==> src/rtl/sequence_player_if.sv <==
// Interface bundling the control/data handshake of sequence_player.
// master: the block driving load/abort and the storage image (storage side / bench).
// slave:  the sequence_player itself.
interface sequence_player_if;
    logic         load;
    logic [159:0] store_seqs;
    logic         abort;
    logic         tone;
    logic         busy;
    logic [3:0]   seq_index;
    logic         done;

    modport master (
        output load, store_seqs, abort,
        input  tone, busy, seq_index, done
    );

    modport slave (
        input  load, store_seqs, abort,
        output tone, busy, seq_index, done
    );
endinterface

==> src/rtl/sequence_player.sv <==
// sequence_player: plays the 16-slot Morse sequence image (slot 15 first) as a
// timed on/off tone. Each slot holds five 2-bit symbols, MSB field first:
// 00 = dot, 01 = dash, 1x = end/empty.
//
// Build option: define REPEAT_PLAYBACK_EN to loop playback forever with a word
// gap instead of finishing with a done pulse.
//
// state    | meaning
// IDLE     | waiting for load; outputs quiet
// FETCH    | inspect slot ptr, skip empties (one slot per cycle)
// SYM_ON   | key down for one dot or dash
// SYM_GAP  | one silent unit between symbols of a sequence
// SEQ_GAP  | silent gap after a sequence
// DONE     | one-cycle done pulse
// WORD_GAP | extra silence before looping (REPEAT_PLAYBACK_EN only)
module sequence_player #(
    parameter int UNIT_CYCLES   = 4,
    parameter int DASH_UNITS    = 3,
    parameter int SEQ_GAP_UNITS = 3
) (
    input logic              clk,
    input logic              reset,
    sequence_player_if.slave bus
);

    typedef enum logic [2:0] {
        IDLE,
        FETCH,
        SYM_ON,
        SYM_GAP,
        SEQ_GAP,
        DONE,
        WORD_GAP
    } state_t;

    localparam int CW = $clog2(DASH_UNITS * UNIT_CYCLES) + 1;
    localparam logic [CW-1:0] DOT_LEN     = CW'(UNIT_CYCLES);
    localparam logic [CW-1:0] DASH_LEN    = CW'(DASH_UNITS * UNIT_CYCLES);
    localparam logic [CW-1:0] SEQ_GAP_LEN = CW'(SEQ_GAP_UNITS * UNIT_CYCLES);
`ifdef REPEAT_PLAYBACK_EN
    // Extra 4 units on top of the sequence gap gives the 7-unit word gap.
    localparam logic [CW-1:0] WORD_GAP_LEN = CW'(4 * UNIT_CYCLES);
`endif

    state_t        state;
    logic [159:0]  seq_buf;
    logic [3:0]    ptr;
    logic [9:0]    shifter;
    logic [2:0]    sym_cnt;
    logic [CW-1:0] cnt;
    logic          tone_q;
    logic          busy_q;
    logic          done_q;
    logic [7:0]    base;
    logic [9:0]    slot;

    assign base = {4'b0000, ptr} * 8'd10;
    assign slot = seq_buf[base +: 10];

    assign bus.tone      = tone_q;
    assign bus.busy      = busy_q;
    assign bus.done      = done_q;
    assign bus.seq_index = ptr;

    // Playback sequencer: state, buffer, pointer, symbol shifter, unit timer and outputs.
    always_ff @(posedge clk) begin
        if (reset) begin
            state   <= IDLE;
            seq_buf <= '1;
            ptr     <= 4'd15;
            shifter <= '1;
            sym_cnt <= '0;
            cnt     <= '0;
            tone_q  <= 1'b0;
            busy_q  <= 1'b0;
            done_q  <= 1'b0;
        end else begin
            done_q <= 1'b0;
            if (state != IDLE && bus.abort) begin
                state  <= IDLE;
                tone_q <= 1'b0;
                busy_q <= 1'b0;
            end else begin
                case (state)
                    IDLE: begin
                        if (bus.load) begin
                            seq_buf <= bus.store_seqs;
                            ptr     <= 4'd15;
                            busy_q  <= 1'b1;
                            state   <= FETCH;
                        end
                    end
                    FETCH: begin
                        if (slot[9]) begin
                            if (ptr != 4'd0) begin
                                ptr <= ptr - 4'd1;
                            end else begin
`ifdef REPEAT_PLAYBACK_EN
                                cnt   <= WORD_GAP_LEN;
                                state <= WORD_GAP;
`else
                                done_q <= 1'b1;
                                state  <= DONE;
`endif
                            end
                        end else begin
                            shifter <= slot;
                            sym_cnt <= '0;
                            cnt     <= slot[8] ? DASH_LEN : DOT_LEN;
                            tone_q  <= 1'b1;
                            state   <= SYM_ON;
                        end
                    end
                    SYM_ON: begin
                        if (cnt == CW'(1)) begin
                            tone_q <= 1'b0;
                            // Field [7:6] is the next symbol; 1x or five consumed ends the sequence.
                            if (sym_cnt == 3'd4 || shifter[7]) begin
                                cnt   <= SEQ_GAP_LEN;
                                state <= SEQ_GAP;
                            end else begin
                                cnt   <= DOT_LEN;
                                state <= SYM_GAP;
                            end
                        end else begin
                            cnt <= cnt - CW'(1);
                        end
                    end
                    SYM_GAP: begin
                        if (cnt == CW'(1)) begin
                            shifter <= {shifter[7:0], 2'b11};
                            sym_cnt <= sym_cnt + 3'd1;
                            cnt     <= shifter[6] ? DASH_LEN : DOT_LEN;
                            tone_q  <= 1'b1;
                            state   <= SYM_ON;
                        end else begin
                            cnt <= cnt - CW'(1);
                        end
                    end
                    SEQ_GAP: begin
                        if (cnt == CW'(1)) begin
                            if (ptr != 4'd0) begin
                                ptr   <= ptr - 4'd1;
                                state <= FETCH;
                            end else begin
`ifdef REPEAT_PLAYBACK_EN
                                cnt   <= WORD_GAP_LEN;
                                state <= WORD_GAP;
`else
                                done_q <= 1'b1;
                                state  <= DONE;
`endif
                            end
                        end else begin
                            cnt <= cnt - CW'(1);
                        end
                    end
                    DONE: begin
                        busy_q <= 1'b0;
                        state  <= IDLE;
                    end
`ifdef REPEAT_PLAYBACK_EN
                    WORD_GAP: begin
                        if (cnt == CW'(1)) begin
                            ptr   <= 4'd15;
                            state <= FETCH;
                        end else begin
                            cnt <= cnt - CW'(1);
                        end
                    end
`endif
                    default: begin
                        tone_q <= 1'b0;
                        busy_q <= 1'b0;
                        state  <= IDLE;
                    end
                endcase
            end
        end
    end

endmodule
==> src/flat_wrapper.sv <==
// flat-port wrapper written by rule: the top's interface ports become plain ports
module sequence_player_flat 
#(
    parameter int UNIT_CYCLES   = 4,
    parameter int DASH_UNITS    = 3,
    parameter int SEQ_GAP_UNITS = 3
)
  (clk, reset, bus_load, bus_store_seqs, bus_abort, bus_tone, bus_busy, bus_seq_index, bus_done);
  sequence_player_if bus_i ();
  input logic clk;
  input logic reset;
  input wire logic [$bits(bus_i.load)-1:0] bus_load;
  input wire logic [$bits(bus_i.store_seqs)-1:0] bus_store_seqs;
  input wire logic [$bits(bus_i.abort)-1:0] bus_abort;
  output wire logic [$bits(bus_i.tone)-1:0] bus_tone;
  output wire logic [$bits(bus_i.busy)-1:0] bus_busy;
  output wire logic [$bits(bus_i.seq_index)-1:0] bus_seq_index;
  output wire logic [$bits(bus_i.done)-1:0] bus_done;
  assign bus_i.load = bus_load;
  assign bus_i.store_seqs = bus_store_seqs;
  assign bus_i.abort = bus_abort;
  assign bus_tone = bus_i.tone;
  assign bus_busy = bus_i.busy;
  assign bus_seq_index = bus_i.seq_index;
  assign bus_done = bus_i.done;
  sequence_player #(.UNIT_CYCLES(UNIT_CYCLES), .DASH_UNITS(DASH_UNITS), .SEQ_GAP_UNITS(SEQ_GAP_UNITS)) u_core (.clk(clk), .reset(reset), .bus(bus_i));
endmodule
==> config.mk <==
export PLATFORM = sky130hd
export DESIGN_NAME = sequence_player_flat
export DESIGN_NICKNAME = d
export VERILOG_FILES = /design/src/rtl/sequence_player_if.sv /design/src/rtl/sequence_player.sv /design/src/flat_wrapper.sv
export SDC_FILE = /design/constraint.sdc
export NUM_CORES = 1
export LEC_CHECK = 0
export ABC_AREA = 1
export CELL_PAD_IN_SITES_DETAIL_PLACEMENT = 1
export CELL_PAD_IN_SITES_GLOBAL_PLACEMENT = 2
export CORE_MARGIN = 2
export CORE_UTILIZATION = 31
export CTS_CLUSTER_DIAMETER = 80
export DETAILED_ROUTE_END_ITERATION = 8
export HOLD_SLACK_MARGIN = 0.03
export MAX_ROUTING_LAYER = met4
export PLACE_DENSITY = 0.86
export SLEW_MARGIN = 20
export SYNTH_ARGS = -nofsm -noshare
export SYNTH_HDL_FRONTEND = slang
export SYNTH_SLANG_ARGS = --single-unit
==> constraint.sdc <==
create_clock -name clk -period 5.3 [get_ports clk]
set_input_delay 1.59 -clock clk [delete_from_list [all_inputs] [get_ports clk]]
set_output_delay 1.59 -clock clk [all_outputs]
set_load 0.005 [all_outputs]
==> flow_summary.json <==
{
  "synthCells": 1220,
  "worstSetupPathType": "flop to output pin",
  "seq_area_frac_synth_pct": 43.4,
  "grt_pass1_vias": 8405,
  "clock-skew-final_ns": 0.0124,
  "cts_max_path_buffers": 2,
  "die_height_um": 170,
  "start_kind": "flop",
  "crit_slowest_cell": "dfxtp_1",
  "drive_above_1_share_pct": 5.66,
  "crit_family": "flip-flops",
  "dr.pass1.iters": 5,
  "dpl.hpwl_um": 19400,
  "clock-root-buffer": "clkbuf_16",
  "hold_class": "flop to flop",
  "final-max-slew-violation-count": 0,
  "yosysMostFrequentCell": "nand2_1",
  "dieWidth_um": 170,
  "worst-path-buf-inv": 1,
  "cts_setup_buffers": 0,
  "ios": 171,
  "via_count": 8391,
  "dieArea_um2": 29000,
  "min_period_ns": 3.77,
  "path_clk_slew_ns": 0.07,
  "antenna_found_initial": 0,
  "power_density_nw_per_um2": 500,
  "setup_viol": 0,
  "crit_arrival_ns": 2.18,
  "fillCellCount": 3372,
  "min_to": "u_core.cnt[1]",
  "tns_ns": 0,
  "slew_headroom_pct": 24.0,
  "period_share_pct": 71.2,
  "cts.sink_count": 186,
  "synth_ff_type": "dfxtp_1",
  "synthArstFlopShare_pct": 0,
  "fin_total_pwr_w": 0.00549,
  "coreArea_um2": 27100,
  "leakage_nw": 4.88,
  "reg2reg_depth": 9,
  "tightest_slew_ns": 1.14,
  "path_cells": "clkdlybuf4s50_1",
  "syn_area_um2": 8580,
  "yosys.area.top_type": "dfxtp_1",
  "synth_enable_flop_cells": 0,
  "whs_path_depth": 2,
  "fmax_mhz": 265,
  "grt.total_usage_pct": 20.6,
  "ys_warn_count": 0,
  "drt-total-wl_um": 28400,
  "worstHoldStart": "u_core.cnt[1]",
  "clock_latency_ns": 0.43,
  "htreeDepth": 4,
  "viasPerCell": 4.89,
  "antenna_cells": 0,
  "critical_path.max_stage_delay_ns": 1.07,
  "grt_first_pass_wirelength_um": 45600,
  "cts_made_buffers": 17,
  "routedWlPerCell_um": 16.6,
  "drc": 0,
  "timing.hold.ws_ns": 0.465,
  "synth_cell_type_count": 35,
  "cp.required_ns": 3.71,
  "endpoint_kind": "output pin",
  "irDropWorstVdd_v": 0.000267,
  "cts_hold_buf": 0,
  "ys_seq_elements": 186,
  "cts_resized": 0,
  "synthTopCellsByCount": "372 x nand2_1, 186 x dfxtp_1, 184 x nand3_1",
  "grt_max_degree": 87,
  "drt_first_iter_violations": 478,
  "cts_tree": "yes",
  "hold_violations": 0,
  "worstPathMaxFanout": 24,
  "r2r_start": "u_core.bus.seq_index[2]",
  "synthTopCellsByArea": "dfxtp_1 43%, nand2_1 16%, nand3_1 11%",
  "num_rows": 60,
  "finalNetCount": 1499,
  "syn_to_final_growth_pct": 27.8,
  "rsz0062_at_grt": "no",
  "place_congestion": 0.778,
  "r2r_end": "u_core.shifter[3]",
  "grt_overflow": 0,
  "drt.antenna.violating_nets": 0,
  "avgSynthCellArea_um2": 7.03,
  "status": "completed",
  "cap_viol_max_count": 0,
  "io_buffers": 170,
  "reg2reg_slack_ns": 1.93,
  "final_util_pct": 40.5,
  "start_util_pct": 31.7,
  "synth_top_area_share_pct": 43.4,
  "synth_nets": 1389
}
==> layout make-up <==
class                   instances  area, um^2  share of cell area (%)
repair buffers                179        1810                    16.5
clock inverters                11        85.1                   0.776
multi-input cells             862        4090                    37.3
well taps                     372         465                    4.24
clock buffers                  21         470                    4.29
flip-flops and latches        186        3730                    34.0
inverters                      84         323                    2.94
==> power by group <==
group,switching [W],total [W],internal [W]
logic,0.00133,0.00209,0.000765
registers,0.000303,0.00217,0.00187
clock network,0.000576,0.00122,0.000644
==> state kept, by name, summed over array words and instances, names as in the netlist <==
name	count
u_core.cnt	5
u_core.bus.seq_index	4
u_core.bus.done	1
u_core.shifter	8
u_core.state	3
u_core.bus.tone	1
u_core.bus.busy	1
u_core.seq_buf	160
u_core.sym_cnt	3
==> metrics by stage <==
stage / worst slack [ns] / cell area [um^2] / instances
floorplan: 2.69 / 8580 / 1220
global placement: 1.57 / 10400 / 1683
detailed placement: 1.56 / 10400 / 1683
CTS: 1.54 / 11000 / 1715
global route: 1.47 / 11000 / 1715
finish: 1.53 / 11000 / 1715
==> layer usage <==
layer  track usage [%]  part of all wire, %  vias up
met5                 -                    0        -
met4              4.61                  1.2        0
met3              3.07                  4.1       25
met2              31.2                   44      186
met1              29.0                   51     3965
li1                  -                    -     4215
==> cell families after synthesis <==
kind of cell,count (synthesis),synth area share [%]
and+or+nand+nor,668,33.4
AOI/OAI and AO/OA,186,13.2
DFF,186,43.4
buffers and inverters,172,9.03
adders and majority gates,5,0.729
xor gates and xnor gates,3,0.306
==> worst max path at each step <==
| stage | from | cells past startpoint | slack, ns | end |
|---|---|---|---|---|
| after global placement | bus_load | 6 | 1.57 | u_core.seq_buf[128] |
| after global routing | u_core.bus.seq_index[2] | 1 | 1.47 | bus_seq_index[2] |
| after CTS | u_core.bus.seq_index[2] | 1 | 1.54 | bus_seq_index[2] |
| after detailed placement | bus_load | 5 | 1.56 | u_core.seq_buf[159] |
| after floorplan | reset | 5 | 2.69 | u_core.seq_buf[107] |
| final | u_core.bus.seq_index[2] | 1 | 1.53 | bus_seq_index[2] |
==> cells in the final DEF (no fill, tap or decap), types with 4 or more instances in the layout <==
cell type,synthesis,final
a21oi_1,38,38
nand4_1,6,6
clkbuf_16,0,17
nand3_1,184,184
o21ai_0,54,54
clkdlybuf4s50_1,0,170
buf_4,7,6
dfxtp_1,186,184
o211ai_1,66,66
o221ai_1,4,4
nor2_1,82,82
nand2_1,372,372
inv_6,0,4
inv_2,12,11
o21ai_1,19,19
inv_1,70,69
ha_1,5,5
nor2_2,4,4
nand2_2,6,5
clkinvlp_4,0,4
No activity file was read; power rests on OpenSTA's default activity.
